--- src/rtl/switch_bank_pkg.sv ---
// Shared types and default sizing for the complementary switch-bank sequencer.
package switch_bank_pkg;

  localparam int NSEG_DEF     = 16;
  localparam int BBM_DEF      = 2;
  localparam int STEP_DLY_DEF = 4;

  // Wide enough for the largest settle delay (255).
  localparam int TMR_W = 8;

  typedef enum logic [1:0] {
    IDLE   = 2'd0,
    GAP    = 2'd1,
    SETTLE = 2'd2
  } seq_state_e;

endpackage

--- src/rtl/switch_bank_seq_timer.sv ---
// Loadable down-counter with a zero flag; one instance times both the
// break-before-make gap and the settle interval.
module seq_timer
  import switch_bank_pkg::*;
#(
  parameter int W = TMR_W
) (
  input  logic         clk,
  input  logic         rst,
  input  logic         load,
  input  logic [W-1:0] load_val,
  output logic         zero
);

  logic [W-1:0] cnt;

  // NOTE: sequential state uses non-blocking assignments so every flop
  // samples the pre-edge values regardless of statement order.
  always_ff @(posedge clk) begin
    if (rst) begin
      cnt <= '0;
    end else if (load) begin
      cnt <= load_val;
    end else if (cnt != '0) begin
      cnt <= cnt - W'(1);
    end
  end

  assign zero = (cnt == '0);

endmodule

--- src/rtl/switch_bank_seq.sv ---
// Thermometer-coded switch bank ramp sequencer: moves one segment at a time
// through a break-before-make gap, then waits a settle interval per step.
module switch_bank_seq
  import switch_bank_pkg::*;
#(
  parameter  int NSEG     = NSEG_DEF,
  parameter  int BBM      = BBM_DEF,
  parameter  int STEP_DLY = STEP_DLY_DEF,
  localparam int CW       = $clog2(NSEG + 1)
) (
  input  logic            clk,
  input  logic            rst,
  input  logic [CW-1:0]   target_code,
  input  logic            target_vld,
  output logic            target_rdy,
  output logic [NSEG-1:0] ng_en,
  output logic [NSEG-1:0] pg_en_b,
  output logic [CW-1:0]   cur_code,
  output logic            busy,
  output logic            done
);

  // Timer holds N-1 so a phase lasts exactly N cycles before the zero edge.
  localparam logic [TMR_W-1:0] GAP_LOAD  = TMR_W'(BBM - 1);
  localparam logic [TMR_W-1:0] STEP_LOAD = TMR_W'(STEP_DLY - 1);

  seq_state_e      state_q, state_n;
  logic [CW-1:0]   tgt_q, tgt_n;
  logic            up_q, up_n;
  logic [CW-1:0]   cur_n;
  logic [NSEG-1:0] ng_n, pg_n;
  logic            done_n;
  logic [CW-1:0]   clamped;
  logic [CW-1:0]   seg_idx;
  logic            seg_gap, seg_on, seg_off;
  logic            tmr_load;
  logic [TMR_W-1:0] tmr_val;
  logic            tmr_zero;

  seq_timer #(.W(TMR_W)) u_timer (
    .clk      (clk),
    .rst      (rst),
    .load     (tmr_load),
    .load_val (tmr_val),
    .zero     (tmr_zero)
  );

  // NOTE: every variable gets a default before the case so no path leaves
  // one unassigned, which would otherwise infer a latch.
  always_comb begin
    state_n  = state_q;
    tgt_n    = tgt_q;
    up_n     = up_q;
    cur_n    = cur_code;
    ng_n     = ng_en;
    pg_n     = pg_en_b;
    done_n   = 1'b0;
    seg_idx  = '0;
    seg_gap  = 1'b0;
    seg_on   = 1'b0;
    seg_off  = 1'b0;
    tmr_load = 1'b0;
    tmr_val  = '0;
    clamped  = (target_code > CW'(NSEG)) ? CW'(NSEG) : target_code;

    case (state_q)
      IDLE: begin
        if (target_vld) begin
          tgt_n = clamped;
          if (clamped == cur_code) begin
            done_n = 1'b1;
          end else begin
            up_n     = (clamped > cur_code);
            seg_idx  = up_n ? cur_code : cur_code - CW'(1);
            seg_gap  = 1'b1;
            state_n  = GAP;
            tmr_load = 1'b1;
            tmr_val  = GAP_LOAD;
          end
        end
      end
      GAP: begin
        if (tmr_zero) begin
          seg_idx  = up_q ? cur_code : cur_code - CW'(1);
          seg_on   = up_q;
          seg_off  = !up_q;
          cur_n    = up_q ? cur_code + CW'(1) : cur_code - CW'(1);
          state_n  = SETTLE;
          tmr_load = 1'b1;
          tmr_val  = STEP_LOAD;
        end
      end
      SETTLE: begin
        if (tmr_zero) begin
          if (cur_code == tgt_q) begin
            state_n = IDLE;
            done_n  = 1'b1;
          end else begin
            seg_idx  = up_q ? cur_code : cur_code - CW'(1);
            seg_gap  = 1'b1;
            state_n  = GAP;
            tmr_load = 1'b1;
            tmr_val  = GAP_LOAD;
          end
        end
      end
      default: state_n = IDLE;
    endcase

    // GAP drives both gates off; ng never rises while pg_en_b is low.
    for (int k = 0; k < NSEG; k++) begin
      if (CW'(k) == seg_idx) begin
        if (seg_gap) begin
          ng_n[k] = 1'b0;
          pg_n[k] = 1'b1;
        end else if (seg_on) begin
          ng_n[k] = 1'b1;
          pg_n[k] = 1'b1;
        end else if (seg_off) begin
          ng_n[k] = 1'b0;
          pg_n[k] = 1'b0;
        end
      end
    end
  end

  always_ff @(posedge clk) begin
    if (rst) begin
      state_q    <= IDLE;
      tgt_q      <= '0;
      up_q       <= 1'b0;
      cur_code   <= '0;
      ng_en      <= '0;
      pg_en_b    <= '0;
      done       <= 1'b0;
      target_rdy <= 1'b1;
      busy       <= 1'b0;
    end else begin
      state_q    <= state_n;
      tgt_q      <= tgt_n;
      up_q       <= up_n;
      cur_code   <= cur_n;
      ng_en      <= ng_n;
      pg_en_b    <= pg_n;
      done       <= done_n;
      target_rdy <= (state_n == IDLE);
      busy       <= (state_n != IDLE);
    end
  end

endmodule

--- config.mk ---
export PLATFORM = sky130hd
export DESIGN_NAME = switch_bank_seq
export DESIGN_NICKNAME = d
export VERILOG_FILES = /design/src/rtl/switch_bank_pkg.sv /design/src/rtl/switch_bank_seq_timer.sv /design/src/rtl/switch_bank_seq.sv
export SDC_FILE = /design/constraint.sdc
export NUM_CORES = 1
export LEC_CHECK = 0
export CORE_UTILIZATION = 32
export CTS_CLUSTER_SIZE = 24
export DETAILED_ROUTE_END_ITERATION = 8
export SYNTH_ARGS = -nofsm -noshare
export SYNTH_HDL_FRONTEND = slang
export SYNTH_SLANG_ARGS = --single-unit
--- constraint.sdc ---
create_clock -name clk -period 4.7 [get_ports clk]
set_clock_uncertainty 0.1 [all_clocks]
set_input_delay 0.705 -clock clk [delete_from_list [all_inputs] [get_ports clk]]
set_output_delay 0.705 -clock clk [all_outputs]
set_load 0.005 [all_outputs]
# Word-level counts from Yosys, hierarchy flattened

Cells that the tools add are included.

Add/sub/neg operators: 3
Magnitude comparators: 2
Equality and inequality tests: 19
Mux-type cells: 44
Bitwise gates (word level): 1
Reductions and logical operators: 28

Operators by type and width:

| operator            | count |
|---|---|
| $mux 5              | 9 |
| $eq 4x5->1 const A  | 8 |
| $reduce_and 2->1    | 18 |
| $mux 1              | 22 |
| $eq 3x5->1 const A  | 4 |
| $mux 8              | 2 |
| $pmux 5 s3          | 1 |
| $pmux 2 s3          | 2 |
| $eq 2x5->1 const A  | 2 |
| $eq 5x5->1          | 2 |
| $mux 2              | 5 |
| $logic_not 8->1     | 1 |
| $reduce_bool 8->1   | 1 |
| $sub 8x1->8 const B | 1 |
| $add 5x1->5 const B | 1 |
| $eq 1x5->1 const A  | 1 |
| $gt 5x5->1          | 1 |
| $gt 5x5->1 const B  | 1 |
| $logic_not 5->1     | 1 |
| $sub 5x1->5 const B | 1 |
| $logic_not 2->1     | 2 |
| $pmux 1 s2          | 2 |
| $reduce_bool 2->1   | 2 |
| $pmux 1 s3          | 1 |
| 6 further kinds     | 6 |

Bits in registers: 56
Input bits: 8
Output and inout port bits: 40
Logic and storage cells: 137

# Logic depth before layout (Yosys ltp)

Depth in word-level cells: 9
Mapped depth: 12
Depth with buffers taken out: 10

# Modules after synthesis

A second synthesis with hierarchy kept.

Cell total of the unflattened synthesis: 332
Area total of the unflattened synthesis: 2965.3 um^2

Modules (own cells, without submodules):

| module          | instances | cells each | area an instance (um^2) | seq. area each (um^2) |
|---|---|---|---|---|
| switch_bank_seq | 1         | 279        | 2489.9                  | 960.9 |
| seq_timer       | 1         | 53         | 475.5                   | 160.2 |

# Worst setup path after synthesis

Ideal clock, no wire load.

Path type: in2reg
From: in target_code[3]
To: reg pg_en_b[5]
Setup time: 0.072 ns
Arrival time: 2.938 ns
Data required time: 4.528 ns
Path slack: 1.590 ns
Cell stages on the path: 11
Buffers on the path: 1
Path through: nor2b_1 -> ha_1 -> a21o_1 -> a21oi_1 -> clkbuf_1 -> a31oi_1 -> o21ai_0 -> o21ai_0 -> nand2b_1 -> nor3_1 -> mux2i_1

Word-level cells in the longest chain between the ends: 9
Elaborated cells on any way between the ends: 15
Classes of those cells: order compare (2); eq/ne (2); mux (9); reduce/logical (2)

RTL lines:

| what                              | RTL line               | text |
|---|---|---|
| start: declaration                | switch_bank_seq.sv:13  | `input logic [CW-1:0] target_code,` |
| $gt 5x5->1                        | switch_bank_seq.sv:64  | `clamped = (target_code > CW'(NSEG)) ? CW'(NSEG) : target_code;` |
| $mux 5 (*)                        | switch_bank_seq.sv:64  |  |
| $gt 5x5->1                        | switch_bank_seq.sv:73  | `up_n = (clamped > cur_code);` |
| $mux 5                            | switch_bank_seq.sv:74  | `seg_idx = up_n ? cur_code : cur_code - CW'(1);` |
| $mux 5                            | switch_bank_seq.sv:70  | `if (clamped == cur_code) begin` |
| $mux 5                            | switch_bank_seq.sv:68  | `if (target_vld) begin` |
| $pmux 5 s3                        | switch_bank_seq.sv:66  | `case (state_q)` |
| $eq 3x5->1                        | switch_bank_seq.sv:112 | `if (CW'(k) == seg_idx) begin` |
| $reduce_and 2->1 (no source line) | --                     |  |
| end signal: assignment            | switch_bank_seq.sv:144 | `pg_en_b <= pg_n;` |
| end: declaration                  | switch_bank_seq.sv:17  | `output logic [NSEG-1:0] pg_en_b,` |

Mark *: on every way between the ends. The rest lies on a longest branch, timed or not.
A chain may end at the register's enable or synchronous reset.

# Worst setup path after layout

From: in target_code[4]
To: reg pg_en_b[8]

Word-level cells in the longest chain between the ends: 9
Elaborated cells on any way between the ends: 15
Classes of those cells: order compare (2); eq/ne (2); mux (9); reduce/logical (2)

RTL lines:

| what                              | RTL line               | text |
|---|---|---|
| $gt 5x5->1 (*)                    | switch_bank_seq.sv:64  |  |
| $mux 5 (*)                        | switch_bank_seq.sv:64  |  |
| net clamped[1]                    | switch_bank_seq.sv:33  | `logic [CW-1:0] clamped;` |
| $gt 5x5->1                        | switch_bank_seq.sv:73  |  |
| $mux 5                            | switch_bank_seq.sv:74  |  |
| $mux 5                            | switch_bank_seq.sv:70  |  |
| $mux 5                            | switch_bank_seq.sv:68  |  |
| $pmux 5 s3                        | switch_bank_seq.sv:66  |  |
| $eq 4x5->1                        | switch_bank_seq.sv:112 |  |
| $reduce_and 2->1 (no source line) | --                     |  |

The timed path passes the listed nets; every way through them passes the cells marked *.

==> results.toml <==
[floorplanning]
core_mm2 = 0.00889
initial_core_util_pct = 33.6
die_h_um = 98.7
die_area_mm2 = 0.00974
rows = 34
io_pins = 48
die_x_um = 98.7

[logic_synthesis]
syn-cell-area_mm2 = 0.00299
ys.flop_type = "dfxtp_1"
yosysTopAreaCell = "dfxtp_1"
syn_area_per_cell_um2 = 8.77
netlist_instances = 341
async_flop_share_pct = 0
synth.distinct_cells = 50
synth_edf_count = 0
synth.area.top_cells = "dfxtp_1 (37%), mux2i_1 (10%), nand2b_1 (7.5%)"
ys_ff_latch = 56
synth_nets = 359
yosys_warnings = 0
yosysSeqAreaShare_pct = 37.5
synth_top_area_share_pct = 37.5

[hold_path]
min_path_cells = 2
min_path_type = "reg -> reg"
hold_start = "tgt_q[3]"
hold_end = "tgt_q[3]"

[worst_setup_path]
critPathLaunchType = "input port"
cp_common_cell = "nor2b_1"
path_cells = "clkdlybuf4s50_1, nor2b_1, ha_1, nor2b_1, o21ai_0, a21oi_1, o2bb2ai_1, a211oi_2, nand3b_1, nor2_1, mux2i_1"
criticalPathCategory = "in -> reg"
regToRegSetupSlack_ps = 830
cp_slowest_stage_delay_ps = 760
timing.rr.end = "pg_en_b[8]"
required_ps = 4840
critPathArrivalTime_ps = 4270
cp_max_fo = 11
worstSetupEndpointType = "register"
ff2ff_path_depth = 10
crit_path_top_delay_cell = "o21ai_0"
r2r_start = "cur_code[1]"

[power_and_ir_drop]
sw_frac_of_total_pct = 41.7
powerDensity_mw_per_mm2 = 491
switchingPower_w = 0.000744
p_seq_share_pct = 34.3
power_frac_clock_pct = 18.1
p_int_w = 0.00104
peakVddDrop_mv = 0.190
power.share.combinational_pct = 47.6
p_leak_nw = 1.21

[final_layout]
fill_cells = 909
design_area_mm2 = 0.00364
drive_gt1_share_pct = 5.01
fin_util_pct = 40.9
num_antenna_cells = 0
nets = 396
area_delta_synth_final_pct = 21.6

[timing]
finalWorstSetupSlack_ps = 567
fin_crit_ps = 4130
timing.fmax_mhz = 242
tightestPinTransition_ps = 986
rsz0062_at_grt = "false"
fin_setup_tns_ps = 0
slew_headroom_pct = 33.6
report.final.setup_viol = 0
finalHoldViolations = 0
fin_crit_sh_pct = 87.9
slew_viol_final = 0

[clocking]
cts_buffer_depth = 2
post-cts-setup-buffer-count = 0
htree_levels = 2
tritoncts = "yes"
cts_sinks = 56
clkLatencyLatePin_ps = 310
ctsHoldBuffers = 0
clockRootBuffer = "clkbuf_8"
path_clk_slew_ps = 100
postCtsResizedCells = 0
cts_buffers = 5

[global_route]
grt-ovfl-total = 0
grt_pass1_vias = 2345
grt_max_degree = 35
antenna_found_initial = 0
track_usage_pct = 15.1
grt_first_pass_wirelength_um = 11900

[placed_design]
gp_congestion = 0.855
place.port_buffers = 47
hpwl_um = 5010
place_ws_ps = 318
detailed_place.area_mm2 = 0.00353

[routing]
antenna_left = 0
wl_per_cell_um = 14.3
drc_errors = 0
num_vias = 2438
drt_first_pass_iters = 4
wl_um = 6970
drt_iter0_markers = 137
via_per_inst = 5.01

[job]
max_cap_violations = 0

[run_status]
status = "finished, final reports clean"
-- layer usage --
| metal | share of wire, % | routed length [um] | vias to the layer above | global-route usage [%] |
|---|---|---|---|---|
| met3 | 3.0 | 208 | 6 | 2.55 |
| met2 | 46 | 3180 | 36 | 24.3 |
| met4 | 1.0 | 70 | 0 | 4.71 |
| met1 | 50 | 3510 | 1148 | 20.5 |
| li1 | - | - | 1248 | - |
| met5 | 0 | 0 | - | 0 |
-- placed cells by master (no fill, tap or decap), drive strengths merged, types with 2 or more instances in the layout --
| cell | count |
|---|---|
| a31oi | 2 |
| mux2i | 30 |
| nand2 | 18 |
| a211oi | 7 |
| ha | 10 |
| and4 | 2 |
| xnor2 | 14 |
| xor2 | 2 |
| o21a | 2 |
| clkbuf | 6 |
| clkdlybuf4s50 | 47 |
| a21o | 4 |
| nor4 | 3 |
| or3 | 6 |
| nor2b | 9 |
| and2 | 9 |
| and3 | 3 |
| inv | 10 |
| nor2 | 23 |
| nand3 | 3 |
| nor3 | 17 |
| nand3b | 2 |
| dfxtp | 56 |
| nand2b | 36 |
| nor3b | 2 |
| or2 | 4 |
| a21oi | 22 |
| o21ai | 16 |
-- power groups by stage --
stage / clock (W) / sequential, W / combinational, W
after floorplan: 0 / 0.000593 / 0.000677
after global placement: 0 / 0.000622 / 0.000835
after detailed placement: 0 / 0.000622 / 0.000841
after CTS: 0.000337 / 0.000612 / 0.000845
after global routing: 0.000355 / 0.000623 / 0.000959
final: 0.000324 / 0.000612 / 0.000849
-- critical path: cells and delay by family --
kind / cells / cell delay [ps]
compound gates: 4 / 1600
simple gates: 4 / 970
buf+inv: 1 / 510
fa+ha+maj: 1 / 270
mux: 1 / 220
-- area by class of cell --
type / count / area (um2) / share of cell area [%]
inverters: 9 / 33.8 / 0.929
clock buffers: 6 / 72.6 / 2.00
clock inverters: 2 / 38.8 / 1.07
flip-flops and latches: 56 / 1120 / 30.8
multi-input cells: 258 / 1760 / 48.3
well taps: 108 / 135 / 3.72
repair buffers: 48 / 478 / 13.1
-- sequential cells by signal (all words and copies together) (netlist names) --
signal and cells:
ng_en 16, pg_en_b 16, u_timer.cnt 8, cur_code 5, tgt_q 5, state_q 2, busy 1, done 1
target_rdy 1, up_q 1
-- synthesized netlist by cell type, types with 3 or more instances --
cell type and instances:
nand2b_1 36, buf_2 3, nor3_1 14, and3_1 3, nor4_1 3, inv_1 9
nor2b_1 9, a21o_1 4, nand3_1 3, a21oi_1 20, nand2_1 18, mux2i_1 30
nor3_2 3, nor2_1 23, clkbuf_1 13, xnor2_1 14, o21ai_0 13, or3_1 5
dfxtp_1 56, ha_1 10, and2_1 9, a211oi_1 6
-- through the flow --
step	instances	hold WS (ps)	power, W
finish	487	380	0.00179
global route	487	400	0.00194
CTS	487	380	0.00179
detailed placement	479	362	0.00146
global placement	479	356	0.00146
floorplan	341	349	0.00127
-- cells by family (layout without fill, tap and decap cells) --
kind of cell | Yosys count | count (layout) | synth area share [%]
flops | 56 | 56 | 37.5
simple gates | 140 | 140 | 26.1
mux | 30 | 30 | 10.0
compound gates | 62 | 62 | 13.7
xor+xnor | 16 | 16 | 4.68
buf+inv | 27 | 65 | 3.76
fa+ha+maj | 10 | 10 | 4.18
-- worst max-delay path by stage --
stage | start | endpoint | slack (ps)
final | target_code[4] | pg_en_b[8] | 570
after global routing | target_code[4] | ng_en[4] | 70
after CTS | target_code[4] | ng_en[5] | 640
after detailed placement | target_code[4] | pg_en_b[5] | 320
after global placement | target_code[4] | pg_en_b[9] | 460
after floorplan | target_code[3] | pg_en_b[5] | 1590
Power figures use the tool's default switching activity.
